===== src/rtl/datapath_unit.sv =====
// Accumulator datapath with a small register file, driven by a 3-state command FSM.
// Define DATAPATH_UNIT_MUL_EN to build the multiplier for ALU function 110 (otherwise PASS).
module datapath_unit #(
  parameter int unsigned DATA_W = 8,
  parameter int unsigned NREGS  = 8,
  localparam int unsigned RSEL_W = $clog2(NREGS)
) (
  input  logic              clk,
  input  logic              rst,
  input  logic              ctrl_valid,
  output logic              ctrl_ready,
  input  logic [2:0]        opr,
  input  logic [RSEL_W-1:0] rsel,
  input  logic [2:0]        alu_op,
  input  logic [DATA_W-1:0] ext_data,
  output logic [DATA_W-1:0] ac_out,
  output logic [DATA_W-1:0] bus_out,
  output logic              z,
  output logic              c,
  output logic              done
);

  localparam logic [2:0] OpNop = 3'b000;
  localparam logic [2:0] OpWtr = 3'b001;
  localparam logic [2:0] OpInc = 3'b010;
  localparam logic [2:0] OpClr = 3'b011;
  localparam logic [2:0] OpLda = 3'b100;
  localparam logic [2:0] OpAlu = 3'b101;
  localparam logic [2:0] OpSta = 3'b110;
  localparam logic [2:0] OpRsv = 3'b111;

  localparam logic [2:0] AluPass = 3'b000;
  localparam logic [2:0] AluAdd  = 3'b001;
  localparam logic [2:0] AluSub  = 3'b010;
  localparam logic [2:0] AluAnd  = 3'b011;
  localparam logic [2:0] AluOr   = 3'b100;
  localparam logic [2:0] AluXor  = 3'b101;
  localparam logic [2:0] AluMul  = 3'b110;
  localparam logic [2:0] AluInc  = 3'b111;

  typedef enum logic [1:0] {StIdle, StExec, StDone} state_e;

  state_e              state_q;
  logic [DATA_W-1:0]   regs_q [NREGS];
  logic [DATA_W-1:0]   ac_q;
  logic [DATA_W-1:0]   bus_q;
  logic                z_q;
  logic                c_q;
  logic                done_q;
  logic [2:0]          opr_q;
  logic [RSEL_W-1:0]   rsel_q;
  logic [2:0]          alu_op_q;
  logic [DATA_W-1:0]   ext_q;

  logic [DATA_W-1:0]   bus_val;
  logic [DATA_W:0]     sum;
  logic [DATA_W-1:0]   alu_res;
  logic                alu_c;
`ifdef DATAPATH_UNIT_MUL_EN
  logic [2*DATA_W-1:0] prod;
`endif

  always_comb begin
    bus_val = '0;
    case (opr_q)
      OpWtr:        bus_val = ext_q;
      OpNop, OpRsv: bus_val = '0;
      default:      bus_val = regs_q[rsel_q];
    endcase
  end

  // Sum/difference carry one extra bit so its MSB is the carry or the borrow.
  always_comb begin
    sum     = '0;
    alu_res = bus_val;
    alu_c   = 1'b0;
`ifdef DATAPATH_UNIT_MUL_EN
    prod    = '0;
`endif
    case (alu_op_q)
      AluPass: alu_res = bus_val;
      AluAdd: begin
        sum     = {1'b0, ac_q} + {1'b0, bus_val};
        alu_res = sum[DATA_W-1:0];
        alu_c   = sum[DATA_W];
      end
      AluSub: begin
        sum     = {1'b0, ac_q} - {1'b0, bus_val};
        alu_res = sum[DATA_W-1:0];
        alu_c   = sum[DATA_W];
      end
      AluAnd: alu_res = ac_q & bus_val;
      AluOr:  alu_res = ac_q | bus_val;
      AluXor: alu_res = ac_q ^ bus_val;
      AluMul: begin
`ifdef DATAPATH_UNIT_MUL_EN
        prod    = {{DATA_W{1'b0}}, ac_q} * {{DATA_W{1'b0}}, bus_val};
        alu_res = prod[DATA_W-1:0];
        alu_c   = |prod[2*DATA_W-1:DATA_W];
`else
        alu_res = bus_val;
        alu_c   = 1'b0;
`endif
      end
      AluInc: begin
        sum     = {1'b0, ac_q} + (DATA_W + 1)'(1);
        alu_res = sum[DATA_W-1:0];
        alu_c   = sum[DATA_W];
      end
      default: alu_res = bus_val;
    endcase
  end

  always_ff @(posedge clk) begin
    if (rst) begin
      state_q  <= StIdle;
      for (int unsigned i = 0; i < NREGS; i++) regs_q[i] <= '0;
      ac_q     <= '0;
      bus_q    <= '0;
      z_q      <= 1'b0;
      c_q      <= 1'b0;
      done_q   <= 1'b0;
      opr_q    <= OpNop;
      rsel_q   <= '0;
      alu_op_q <= AluPass;
      ext_q    <= '0;
    end else begin
      done_q <= 1'b0;
      unique case (state_q)
        StIdle: begin
          if (ctrl_valid) begin
            opr_q    <= opr;
            rsel_q   <= rsel;
            alu_op_q <= alu_op;
            ext_q    <= ext_data;
            state_q  <= StExec;
          end
        end
        StExec: begin
          bus_q <= bus_val;
          case (opr_q)
            OpWtr: regs_q[rsel_q] <= ext_q;
            OpInc: regs_q[rsel_q] <= regs_q[rsel_q] + DATA_W'(1);
            OpClr: regs_q[rsel_q] <= '0;
            OpLda: begin
              ac_q <= bus_val;
              z_q  <= (bus_val == '0);
              c_q  <= 1'b0;
            end
            OpAlu: begin
              ac_q <= alu_res;
              z_q  <= (alu_res == '0);
              c_q  <= alu_c;
            end
            OpSta:   regs_q[rsel_q] <= ac_q;
            default: ;
          endcase
          done_q  <= 1'b1;
          state_q <= StDone;
        end
        StDone:  state_q <= StIdle;
        default: state_q <= StIdle;
      endcase
    end
  end

  assign ctrl_ready = (state_q == StIdle);
  assign ac_out     = ac_q;
  assign bus_out    = bus_q;
  assign z          = z_q;
  assign c          = c_q;
  assign done       = done_q;

endmodule


===== config.mk =====
export PLATFORM = sky130hd
export DESIGN_NAME = datapath_unit
export DESIGN_NICKNAME = d
export VERILOG_FILES = /design/src/rtl/datapath_unit.sv
export SDC_FILE = /design/constraint.sdc
export NUM_CORES = 1
export LEC_CHECK = 0
export ABC_AREA = 1
export BUFFER_PORTS_ARGS = -buffer_cell sky130_fd_sc_hd__buf_2
export CELL_PAD_IN_SITES_DETAIL_PLACEMENT = 0
export CELL_PAD_IN_SITES_GLOBAL_PLACEMENT = 1
export CORE_UTILIZATION = 46
export DETAILED_ROUTE_END_ITERATION = 8
export GPL_TIMING_DRIVEN = 1
export HOLD_SLACK_MARGIN = 0.08
export PLACE_DENSITY_LB_ADDON = 0.1
export SLEW_MARGIN = 20
export SYNTH_ARGS = -nofsm -noshare
export SYNTH_HDL_FRONTEND = slang
export SYNTH_SLANG_ARGS = --single-unit

===== constraint.sdc =====
create_clock -name clk -period 3.9 [get_ports clk]
set_clock_uncertainty 0.2 [all_clocks]
set_input_delay 0.39 -clock clk [delete_from_list [all_inputs] [get_ports clk]]
set_output_delay 0.39 -clock clk [all_outputs]
set_load 0.05 [all_outputs]

==> metrics.md, run 1 <==
| Metric | Value |
|---|---|
| Status | complete, no violations |
| Startpoint Class | flip-flop |
| TritonCTS clock tree | done |
| YS warnings | 0 |
| Worst-path fanout max | 33 |
| Most frequent cells in the layout | nand2_1 (222), inv_1 (98), nor2_1 (97) |
| Post-synth EDFFs | 64 |
| Dominant cells by area after synthesis | edfxtp_1 (30%), nand2_1 (13%), dfxtp_1 (13%) |
| IO Port Bufs | 39 |
| Slowest stage cell, crit path | ha_1 |
| Post-synth top area cell | edfxtp_1 |
| Hold Crit Class | in2reg |
| Flop pwr share | 0.457 |
| Avg Inst Size Synth | 7.52 um^2 |
| Share of cells above drive strength 1 | 0.0997 |
| Worst IR drop on VDD | 268 uV |
| Crit Path Category | reg2reg |
| Area occupied by multi-input gates | 3200 um^2 |
| Fin util | 0.528 |
| Critical path buffers and inverters | 4 |
| Wire per inst | 18.1 um |
| Via Count | 5976 |
| Iter 0 DRT Violations | 694 |
| Max incr delay on CP | 0.43 ns |
| Slew margin rel. | 0.381 |
| CTS Hold Bufs | 0 |
| Initial antenna violation count | 0 |
| NetSw | 904 uW |
| Clock tree buffer depth | 2 |
| CORE AREA | 13500 um^2 |
| Initial Util | 0.480 |
| Resized cells post-CTS | 0 |
| Commonest non-fill, non-tap cell in the layout | nand2_1 |
| Site Rows | 42 |
| Drt pass-1 iters | 7 |
| DRC | 0 |
| P&R area growth vs syn | 9.97% |
| Hpwl dp | between 10 and 15 mm |
| RSZ-0062 raised after global routing | false |
| Final setup violation count | 0 |
| Post-synth ARST share | 0 |
| Fill cells | 1265 |
| Seq/Total Area, Yosys | 0.423 |
| P_leak | about 3.1 nW |
| Clock latency on the worst-skew pair | around 0.36 ns |
| Post-CTS repair timing setup buffer count | 0 |
| Vias per cell | 5.54 |
| Setup TNS | 0 ns |
| Int Power | 1.84 mW |
| Fin. max-slew vios | 0 |
| Total Nets Final | 951 |
| Synth Register Bits | ~110 |
| Ant. Diodes | 0 |
| Synth Cell Area | 6480 um^2 |
| Final Cycle Share | 0.927 |
| Synth Flop Type | edfxtp_1 |
| Arrival time worst endpoint | 3.70 ns |
| Clock power frac | 0.322 |
| Placer Congestion | 0.984 |
| GRT overflow | 0 |
| Sink Count | approximately 110 |
| Post-DRT Antenna Nets | 0 |
| Die Height | 121 um |
| Critical path's top delay family | simple AND/OR/NAND/NOR gates |
| Worst-Margin Slew | 0.916 ns |
| Slack of the worst reg-to-reg path | 0.29 ns |
| GRT Total Usage | 0.281 |
| Max Freq | 277 MHz |
| Final Hold Fails | 0 |
| Vias in the first global route | 5489 |
| Total Wirelength | 19.6 mm |
| Crit path time final | around 3.6 ns |
| Unique masters post-synth | 46 |
| Syn Nets | 914 |
| Max_cap viols | 0 |
| Sequential Area | roughly 2700 um^2 |
| Largest net degree at the start of global routing | 34 |
| Crit path capture type | flip-flop |
| Top-area cell type share of the netlist area | 0.297 |
| Clk root buf | clkbuf_16 |
| Req. time, crit path | between 3 and 4 ns |
| Pwr dens | 385 nW/um^2 |
| DIE AREA | 14600 um^2 |
| Post-Syn Instances | 861 |
| Global-route wire length before repair | approximately 30 mm |
| CP cell instances | buf_4 > nor2_1 > nor2_1 > o21ai_0 > o211ai_1 > nand3_1 > nand2_1 > inv_1 > ha_1 > inv_1 > nor2_1 > inv_1 > o21a_1 > nand2_1 > nand2_1 > nand3_1 > nand4_1 > nor2_1 > nand2_1 > a21oi_1 |
| Htree depth | 3 |
| Io pins | 40 |
| Worst-path clk slew | roughly 0.07 ns |
| CTS buffer count | 9 |
| Switch share | 0.329 |
| Die Wd | roughly 120 um |
| Comb power frac | 0.222 |
-- cells in the mapped netlist, types with 2 or more instances --
cell / instances
nand2_1: 222
inv_1: 98
nor2_1: 97
a21oi_1: 81
nand3_1: 73
edfxtp_1: 64
dfxtp_1: 41
o21ai_0: 39
ha_1: 31
o211ai_1: 15
clkbuf_1: 12
nand4_1: 10
nor3_1: 8
inv_2: 7
buf_2: 5
clkinv_1: 5
or2_2: 4
xor2_1: 4
and2_1: 3
buf_4: 3
nand2_2: 3
xnor2_1: 3
a21oi_2: 2
a221oi_1: 2
a31oi_1: 2
buf_6: 2
fa_1: 2
nand3b_1: 2
nor2_2: 2
o21ai_2: 2
o21bai_1: 2
-- worst register-to-register path, delay by kind of cell (launching register included) --
kind,cells,cell delay [ns]
simple gates,11,1.21
buf+inv,4,0.72
compound gates,4,0.63
fa+ha+maj,1,0.43
flops,1,0.35
-- worst paths after layout --
check	start	end	cells after the start
worst max register to register	flip-flop	z	20
worst min register to register	ext_q[3]	ext_q[3]	2
worst min-delay path	ext_data[7]	ext_q[7]	3
worst max-delay path	flip-flop	z	20
-- stage by stage --
step / worst slack, ns / instances / hold slack, ns / instance area (um^2) / power [mW]
global route: 0.0462 / 1079 / 0.135 / 7120 / 2.86
detailed placement: 0.395 / 1063 / 0.279 / 6850 / 1.87
finish: 0.287 / 1079 / 0.0913 / 7120 / 2.74
global placement: 0.367 / 1063 / 0.277 / 6850 / 1.87
CTS: 0.356 / 1079 / 0.0892 / 7120 / 2.73
floorplan: 1.16 / 861 / 0.244 / 6480 / 1.70
-- kinds of logic after synthesis --
| family | count (synthesis) | synth area share |
|---|---|---|
| compound gates | 153 | 0.137 |
| xor+xnor | 7 | 0.00946 |
| fa+ha+maj | 33 | 0.0660 |
| buf+inv | 133 | 0.0825 |
| flops | 105 | 0.423 |
| simple gates | 430 | 0.281 |
-- cell type report --
type | count | area share
multi-input combinational | 623 | 0.449
sequential | 105 | 0.385
inverter | 111 | 0.0588
timing repair buffer | 48 | 0.0369
clock buffer | 10 | 0.0321
tap | 176 | 0.0309
clock inverter | 6 | 0.00685
-- flip-flops by register name, summed over array words and instances (netlist names), named ones only --
signal	count
ac_out	8
c	1
ext_q	8
state_q	2
done	1
z	1
rsel_q	3
alu_op_q	3
regs_q	64
opr_q	3
bus_out	8
-- layer usage --
| layer | vias to the layer above | part of all wire | global-route usage |
|---|---|---|---|
| met5 | - | 0 | 0 |
| met3 | 33 | 0.080 | 0.0528 |
| li1 | 2918 | - | - |
| met1 | 2768 | 0.48 | 0.422 |
| met4 | 0 | 0.018 | 0.0826 |
| met2 | 257 | 0.43 | 0.407 |
-- power groups by stage --
stage                     clock network, mW  logic [mW]  registers, mW
after floorplan                           0       0.402           1.29
after global placement                    0       0.591           1.28
after detailed placement                  0       0.593           1.28
after CTS                             0.885       0.597           1.25
after global routing                  0.934       0.667           1.26
final                                 0.882       0.609           1.25
Note: power is estimated with default switching activity, not from simulation.
==> run 2: changes to the inputs <==
--- a/config.mk
+++ b/config.mk
@@ -9,7 +9,7 @@
 export BUFFER_PORTS_ARGS = -buffer_cell sky130_fd_sc_hd__buf_2
 export CELL_PAD_IN_SITES_DETAIL_PLACEMENT = 0
 export CELL_PAD_IN_SITES_GLOBAL_PLACEMENT = 1
-export CORE_UTILIZATION = 46
+export CORE_UTILIZATION = 49
 export DETAILED_ROUTE_END_ITERATION = 8
 export GPL_TIMING_DRIVEN = 1
 export HOLD_SLACK_MARGIN = 0.08
==> constraint.sdc (replaced) <==
create_clock -name clk -period 4.5 [get_ports clk]
set_clock_uncertainty 0.2 [all_clocks]
set_input_delay 0.45 -clock clk [delete_from_list [all_inputs] [get_ports clk]]
set_output_delay 0.45 -clock clk [all_outputs]
set_load 0.05 [all_outputs]
==> metrics.md, run 2 (synthesized netlist as in run 1, its figures left out) <==
| Metric | Value |
|---|---|
| R2r endpoint | z |
| Setup TNS | 0 ns |
| Hold Crit Class | in2reg |
| Crit-path most repeated cell | nand2_1 |
| Crit Path Category | reg2reg |
| Max reg flops | 64 |
| RSZ-0062 raised after global routing | false |
| Vias in the first global route | 5468 |
| CP Depth | 22 |
| Io pins | 40 |
| Worst hold slack | 0.172 ns |
| DRC | 0 |
| Iter 0 DRT Violations | approximately 730 |
| Die Height | 117 um |
| Fin util | 0.555 |
| Worst-path fanout max | 31 |
| Largest reg by FF count | regs_q |
| Max incr delay on CP | 0.41 ns |
| Fin. max-slew vios | 0 |
| TritonCTS clock tree | done |
| Slowest stage cell, crit path | inv_2 |
| Crit path capture type | flip-flop |
| CORE AREA | 12800 um^2 |
| Drt pass-1 iters | 7 |
| Hold Path Origin | ext_data[7] |
| DIE AREA | 13700 um^2 |
| IO Port Bufs | 39 |
| Overall power | 2.38 mW |
| Total Nets Final | 946 |
| Worst setup path endpoint | z |
| Via Count | 6014 |
| Ant. Diodes | 0 |
| Clk root buf | clkbuf_16 |
| Critical path's top delay family | simple AND/OR/NAND/NOR gates |
| Most frequent cells in the layout | nand2_1 (222), inv_1 (98), nor2_1 (97) |
| P_leak | about 3.1 nW |
| Vias per cell | 5.62 |
| Largest net degree at the start of global routing | 36 |
| Worst IR drop on VDD | 227 uV |
| Clock tree buffer depth | 2 |
| Final setup violation count | 0 |
| Sink Count | 105 |
| Initial antenna violation count | 0 |
| FF-to-FF path depth | 22 |
| Req. time, crit path | about 4.6 ns |
| Crit path time final | 3.94 ns |
| Share of cells above drive strength 1 | 0.0969 |
| Startpoint Class | flip-flop |
| Post-DRT Antenna Nets | 0 |
| GRT overflow | 0 |
| Initial Util | 0.507 |
| GRT Total Usage | 0.298 |
| Commonest non-fill, non-tap cell in the layout | nand2_1 |
| P&R area growth vs syn | 9.50% |
| Site Rows | 41 |
| Slew margin rel. | 0.297 |
| Post-CTS repair timing setup buffer count | 0 |
| Arrival time worst endpoint | between 4 and 5 ns |
| Worst-path clk slew | around 0.070 ns |
| Clock latency on the worst-skew pair | 0.35 ns |
| Hpwl dp | 14.1 mm |
| Critical path buffers and inverters | 3 |
| Total Wirelength | 19.1 mm |
| Final Cycle Share | 0.876 |
| Placer Congestion | 0.983 |
| CTS buffer count | 9 |
| Max Freq | 254 MHz |
| Resized cells post-CTS | 0 |
| Pwr dens | 335 nW/um^2 |
| Htree depth | 3 |
| Worst-Margin Slew | roughly 1.1 ns |
| Max_cap viols | 0 |
| CTS Hold Bufs | 0 |
| Status | complete, no violations |
| Fill cells | 1241 |
| Wire per inst | 17.9 um |
| Die Wd | 117 um |
| Final Hold Fails | 0 |
| Global-route wire length before repair | 30.0 mm |
| CP cell instances | inv_2 > nand2_1 > nand2_1 > nand2_1 > nand3_1 > nand3_1 > nand2_1 > inv_1 > ha_1 > nor2_1 > nand3_1 > nand3_1 > nand2_1 > nand3_1 > nand2_1 > inv_1 > nand3_1 > nor2_1 > nand2_1 > nor2_1 > nand2_1 > a21oi_1 |
| Slack of the worst reg-to-reg path | 0.56 ns |
-- run 2: cell type report --
class                           instances  area [um^2]  share of cell area
Timing Repair Buffer                   43          225              0.0317
Multi-Input combinational cell        623         3200               0.451
Clock buffer                            9          225              0.0317
Tap cell                              172          215              0.0303
Clock inverter                          7         65.1             0.00917
Inverter                              111          419              0.0591
Sequential cell                       105         2740               0.387
-- run 2: worst min-delay path by stage --
stage | to | slack (ns) | depth (start not counted)
finish | ext_q[7] | 0.17 | 3
global route | ext_q[5] | 0.20 | 3
CTS | ext_q[0] | 0.17 | 3
detailed placement | bus_out[2] | 0.29 | 2
global placement | ext_q[3] | 0.27 | 2
floorplan | ext_q[3] | 0.24 | 2
-- run 2: report_power, final --
group / total [mW] / leakage, nW / internal [mW] / switching [mW]
Combinational: 0.518 / 1.98 / 0.146 / 0.372
Sequential: 1.09 / 0.998 / 1.06 / 0.0268
Clock: 0.775 / 0.142 / 0.388 / 0.388
-- run 2: stage by stage --
step | instance area, um^2 | worst slack (ns) | std cells
after floorplan | 6480 | 1.76 | 861
after global placement | 6800 | 0.750 | 1054
after detailed placement | 6800 | 0.752 | 1054
after CTS | 7090 | 0.704 | 1070
after global routing | 7090 | 0.394 | 1070
final | 7090 | 0.559 | 1070
-- run 2: metal layers --
metal	vias to the layer above	track usage	wire length, um	part of all wire
li1	2900	-	-	-
met1	2837	0.465	9550	0.50
met2	258	0.424	7990	0.42
met3	19	0.0448	1350	0.070
met4	0	0.0810	220	0.012
met5	-	0	0	0
-- run 2: worst reg2reg max path: cells and delay by family (launching register included) --
| family | cells | cell delay, ns |
|---|---|---|
| and+or+nand+nor | 17 | 2.12 |
| adders and majority gates | 1 | 0.40 |
| DFF | 1 | 0.32 |
| buffers and inverters | 3 | 0.70 |
| AOI/OAI and AO/OA | 1 | 0.13 |
